==> src/rtl/ex_wb_pkg.sv <==
// Shared types and constants for the execute/write-back stage.
// FSM state encoding, flag bit positions and default widths.
package ex_wb_pkg;

    localparam int DATA_W_DEF = 32;
    localparam int RB_AW_DEF  = 5;

    // Bit positions inside the 4-bit flags word
    localparam int FLAG_O = 3;
    localparam int FLAG_S = 2;
    localparam int FLAG_C = 1;
    localparam int FLAG_Z = 0;

    typedef enum logic {
        RUN       = 1'b0,
        LOAD_WAIT = 1'b1
    } ex_wb_state_t;

endpackage

==> src/rtl/ex_wb_flags.sv <==
// Four-bit ALU flags register (O, S, C, Z).
// Synchronous active-high reset, load on WE.
module flags_register (
    input  logic       CLK,
    input  logic       RST,
    input  logic       WE,
    input  logic [3:0] D,
    output logic [3:0] Q
);

    // Flags hold until an instruction writes them
    always_ff @(posedge CLK) begin
        if (RST) begin
            Q <= 4'b0000;
        end else if (WE) begin
            Q <= D;
        end
    end

endmodule

==> src/rtl/ex_wb.sv <==
// Execute/write-back stage: register-bank write, flags, jump pulse.
// Define EX_WB_FWD_EN to drive the forwarding port; otherwise it is 0.
module ex_wb
    import ex_wb_pkg::*;
#(
    parameter int DATA_W = DATA_W_DEF,
    parameter int RB_AW  = RB_AW_DEF
) (
    input  logic              CLK,
    input  logic              RST,
    input  logic              in_valid,
    output logic              in_ready,
    input  logic [DATA_W-1:0] alu_result,
    input  logic [DATA_W-1:0] dm_Q,
    input  logic              alu_O,
    input  logic              alu_S,
    input  logic              alu_C,
    input  logic              alu_Z,
    input  logic              tf_out,
    input  logic              uc_S_MXWB,
    input  logic              uc_WE_RB,
    input  logic              uc_WE_FLAGS,
    input  logic              uc_JUMP,
    input  logic [RB_AW-1:0]  uc_RD,
    input  logic              flush,
    output logic              rb_WE,
    output logic [RB_AW-1:0]  rb_WC,
    output logic [DATA_W-1:0] rb_D,
    output logic              rf_O,
    output logic              rf_S,
    output logic              rf_C,
    output logic              rf_Z,
    output logic              pc_jump,
    output logic              fwd_valid,
    output logic [RB_AW-1:0]  fwd_addr,
    output logic [DATA_W-1:0] fwd_data
);

    ex_wb_state_t     state;
    ex_wb_state_t     state_nxt;
    logic             accept;
    logic             ld_we;
    logic [RB_AW-1:0] ld_rd;
    logic             flags_we;
    logic [3:0]       flags_d;
    logic [3:0]       flags_q;

    assign in_ready = (state == RUN);
    assign accept   = in_valid && in_ready && !flush;

    // State register
    always_ff @(posedge CLK) begin
        if (RST) begin
            state <= RUN;
        end else begin
            state <= state_nxt;
        end
    end

    // Next state: loads stall one cycle; LOAD_WAIT always exits
    always_comb begin
        state_nxt = state;
        unique case (state)
            RUN: begin
                if (accept && uc_S_MXWB) begin
                    state_nxt = LOAD_WAIT;
                end
            end
            LOAD_WAIT: begin
                state_nxt = RUN;
            end
            default: begin
                state_nxt = RUN;
            end
        endcase
    end

    // Write-back port, jump pulse and pending-load destination
    always_ff @(posedge CLK) begin
        if (RST) begin
            rb_WE   <= 1'b0;
            rb_WC   <= '0;
            rb_D    <= '0;
            pc_jump <= 1'b0;
            ld_we   <= 1'b0;
            ld_rd   <= '0;
        end else begin
            rb_WE   <= 1'b0;
            pc_jump <= 1'b0;
            if (accept) begin
                pc_jump <= uc_JUMP && tf_out;
                if (uc_S_MXWB) begin
                    ld_we <= uc_WE_RB;
                    ld_rd <= uc_RD;
                end else begin
                    rb_WE <= uc_WE_RB;
                    rb_WC <= uc_RD;
                    rb_D  <= alu_result;
                end
            end
            if (state == LOAD_WAIT && !flush) begin
                rb_WE <= ld_we;
                rb_WC <= ld_rd;
                rb_D  <= dm_Q;
            end
        end
    end

    // Flags update only for accepted non-load instructions
    always_comb begin
        flags_d         = 4'b0000;
        flags_d[FLAG_O] = alu_O;
        flags_d[FLAG_S] = alu_S;
        flags_d[FLAG_C] = alu_C;
        flags_d[FLAG_Z] = alu_Z;
        flags_we        = accept && uc_WE_FLAGS && !uc_S_MXWB;
    end

    flags_register u_flags (
        .CLK (CLK),
        .RST (RST),
        .WE  (flags_we),
        .D   (flags_d),
        .Q   (flags_q)
    );

    assign rf_O = flags_q[FLAG_O];
    assign rf_S = flags_q[FLAG_S];
    assign rf_C = flags_q[FLAG_C];
    assign rf_Z = flags_q[FLAG_Z];

`ifdef EX_WB_FWD_EN
    // While a load is pending, expose its destination but no data
    always_comb begin
        fwd_valid = rb_WE;
        fwd_addr  = rb_WC;
        fwd_data  = rb_D;
        if (state == LOAD_WAIT) begin
            fwd_valid = 1'b0;
            fwd_addr  = ld_rd;
        end
    end
`else
    assign fwd_valid = 1'b0;
    assign fwd_addr  = '0;
    assign fwd_data  = '0;
`endif

endmodule
==> config.mk <==
export PLATFORM = sky130hd
export DESIGN_NAME = ex_wb
export DESIGN_NICKNAME = d
export VERILOG_FILES = /design/src/rtl/ex_wb_pkg.sv /design/src/rtl/ex_wb_flags.sv /design/src/rtl/ex_wb.sv
export SDC_FILE = /design/constraint.sdc
export NUM_CORES = 1
export LEC_CHECK = 0
export ABC_AREA = 1
export ABC_CLOCK_PERIOD_IN_PS = 1300
export CAP_MARGIN = 20
export CORE_MARGIN = 2
export CORE_UTILIZATION = 39
export CTS_CLUSTER_SIZE = 24
export DETAILED_ROUTE_END_ITERATION = 16
export PLACE_DENSITY = 0.82
export SYNTH_ARGS = -nofsm -noshare
export SYNTH_HDL_FRONTEND = slang
export SYNTH_SLANG_ARGS = --single-unit
export TNS_END_PERCENT = 5
==> constraint.sdc <==
create_clock -name CLK -period 1.3 [get_ports CLK]
set_input_delay 0.26 -clock CLK [delete_from_list [all_inputs] [get_ports CLK]]
set_output_delay 0.26 -clock CLK [all_outputs]
set_load 0.05 [all_outputs]
==> results.yml <==
floorplan:
  start_util: 0.400
  die_area_um2: 8100
  core_area_um2: 7210
  core.rowCount: 31
  fp.dieW_um: 90.0
  io-pin-count: 164
  die_h_um: 90.0
cts:
  cts_made_buffers: 5
  cts_sinks: 50
  insertion_delay_ns: 0.30
  cts_htree_levels: 2
  cts.path.max_buffers: 2
  cts_root_buf: "clkbuf_8"
  hold_buffers: 0
  clk_pin_slew_ns: 0.10
  cts_tree: "built"
place:
  gp_congestion: 0.777
  place_ws_ns: -0.320
  placed_cell_area_um2: 4600
  portBuffers: 125
  placed_cells: 686
  hpwlAfterDp_um: 6230
sta:
  clock.fmax_mhz: 820
  grt_setup_unrepaired: "no"
  min_period_over_period: 0.938
  fin_skew_ns: 0.0104
  setup_violations: 0
  fin_crit_ns: 1.22
  setup_ws_ns: 0.0803
  hold_viol: 0
  holdWs_ns: 0.405
  drv_slew: 0
final_layout:
  seqCellArea_um2: 1000
  layout-drive-gt1-share: 0.142
  final_common_cell: "nand2_1"
  instances_no_fill: 697
  design_area_um2: 4830
  antennaDiodeCount: 0
  nFillCells: 606
  nNetsFinal: 679
  multi_input_area_um2: 1460
  mostFrequentLayoutCells: "nand2_1 (120), nor2_1 (96), clkdlybuf4s50_1 (79)"
  area_growth_pct: 67.3
synthesis:
  ys_seq_elements: 50
  yosysWarnings: 0
  netlist_instances: 472
  postSynthAreaPerCell_um2: 6.11
  synth_area_um2: 2890
  yosysTopAreaCell: "dfxtp_1"
  synth_top_area_frac: 0.347
  synthTopCellsByArea: "dfxtp_1 (35%), nand2_1 (16%), nand3_1 (13%), nor2_1 (13%), buf_4 (11%)"
  synth_cell_types: 16
  ys_seq_area_frac: 0.347
route:
  num_vias: 3135
  detail_route.wl_per_cell_um: 12.0
  drc: 0
  via_per_inst: 4.50
  drtIter0Drc: 81
  finalWirelength_um: 8400
  first_pass_iters: 4
  ant_nets: 0
worst_setup_path:
  crit_path_start_kind: "register"
  cp_data_arrival_time_ns: 0.96
  crit_path_end_kind: "primary output"
  path_class: "reg -> out"
  path_max_fanout: 5
  cp.required_ns: 1.04
power:
  pwr_density_cell_nw_per_um2: 900
  peakVddDrop_mv: 0.500
  report.power.total_uw: 4350
  p_leak_uw: 0.00241
global_routing:
  antenna_found_initial: 0
  overflow: 0
  grt_max_degree: 46
  track_usage: 0.193
  grt_pass1_vias: 2956
  grt_pass1_wl_um: 13200
flow_run:
  maxCapViolations: 0
status:
  status: "finished clean"
hold_path:
  hold_class: "in -> reg"
==> repair_timing <==
| item | 4_1_cts | 5_1_grt |
|---|---|---|
| gates cloned | 0 | 2 |
| buffers inserted | 0 | 1 |
| endpoints found under the setup margin | 2 | 48 |
| resized for setup | 1 | 21 |
==> through the flow <==
stage                     utilization  setup TNS (ns)
after CTS                       0.654               0
after global routing            0.669               0
after global placement          0.638          -12.96
after detailed placement        0.638          -13.65
after floorplan                     -               0
final                           0.669               0
==> kinds of logic after synthesis <==
family / after synthesis / share of synthesized area
buffers and inverters: 113 / 0.208
DFF: 50 / 0.347
other: 1 / 0.00130
AOI/OAI and AO/OA: 8 / 0.0139
and+or+nand+nor: 300 / 0.430
==> state kept, by name (all words and copies together), names as in the netlist <==
register / cells
state: 1
rb_WE: 1
rb_WC: 5
pc_jump: 1
ld_we: 1
ld_rd: 5
u_flags.Q: 4
rb_D: 32
==> layout make-up <==
cell class	count	share of cell area
Timing Repair Buffer	147	0.403
Clock inverter	2	0.00778
Multi-Input combinational cell	346	0.303
Clock buffer	6	0.0150
Sequential cell	50	0.208
Tap cell	99	0.0257
Inverter	47	0.0376
==> cells in the mapped netlist <==
master,n
nand3_1,75
inv_1,45
buf_2,14
nor3_2,1
a21oi_1,1
o21ai_0,6
conb_1,1
nor2_1,98
dfxtp_1,50
o21ai_1,1
buf_4,42
nand2_1,123
clkbuf_1,10
nand4_1,1
inv_2,2
nand3_2,2
==> worst max-delay path, cell delays in order, from the launching register on <==
cell     delay [ns]
dfxtp_4        0.42
inv_4          0.05
buf_4          0.19
==> layer usage <==
metal	vias to the layer above	GRT usage	routed length, um
met5	-	0	0
met2	107	0.349	4230
met3	12	0.0587	637
met1	1402	0.218	3400
met4	0	0.0577	125
li1	1614	-	-
==> power breakdown <==
part / leakage (uW) / internal (uW) / total (uW) / switching [uW]
logic: 0.00195 / 680 / 1550 / 869
registers: 0.000410 / 1620 / 1710 / 91.0
clock network: 0.0000514 / 575 / 1080 / 509
==> worst paths after layout <==
kind | from | endpoint | slack (ns) | depth (start not counted)
worst min-delay path | in_valid | pc_jump | 0.40 | 4
worst max register to register | state | rb_D[8] | 0.11 | 6
worst min register to register | ld_we | ld_we | 0.52 | 2
worst max-delay path | state | in_ready | 0.08 | 2
No activity file was read; power rests on OpenSTA's default activity.
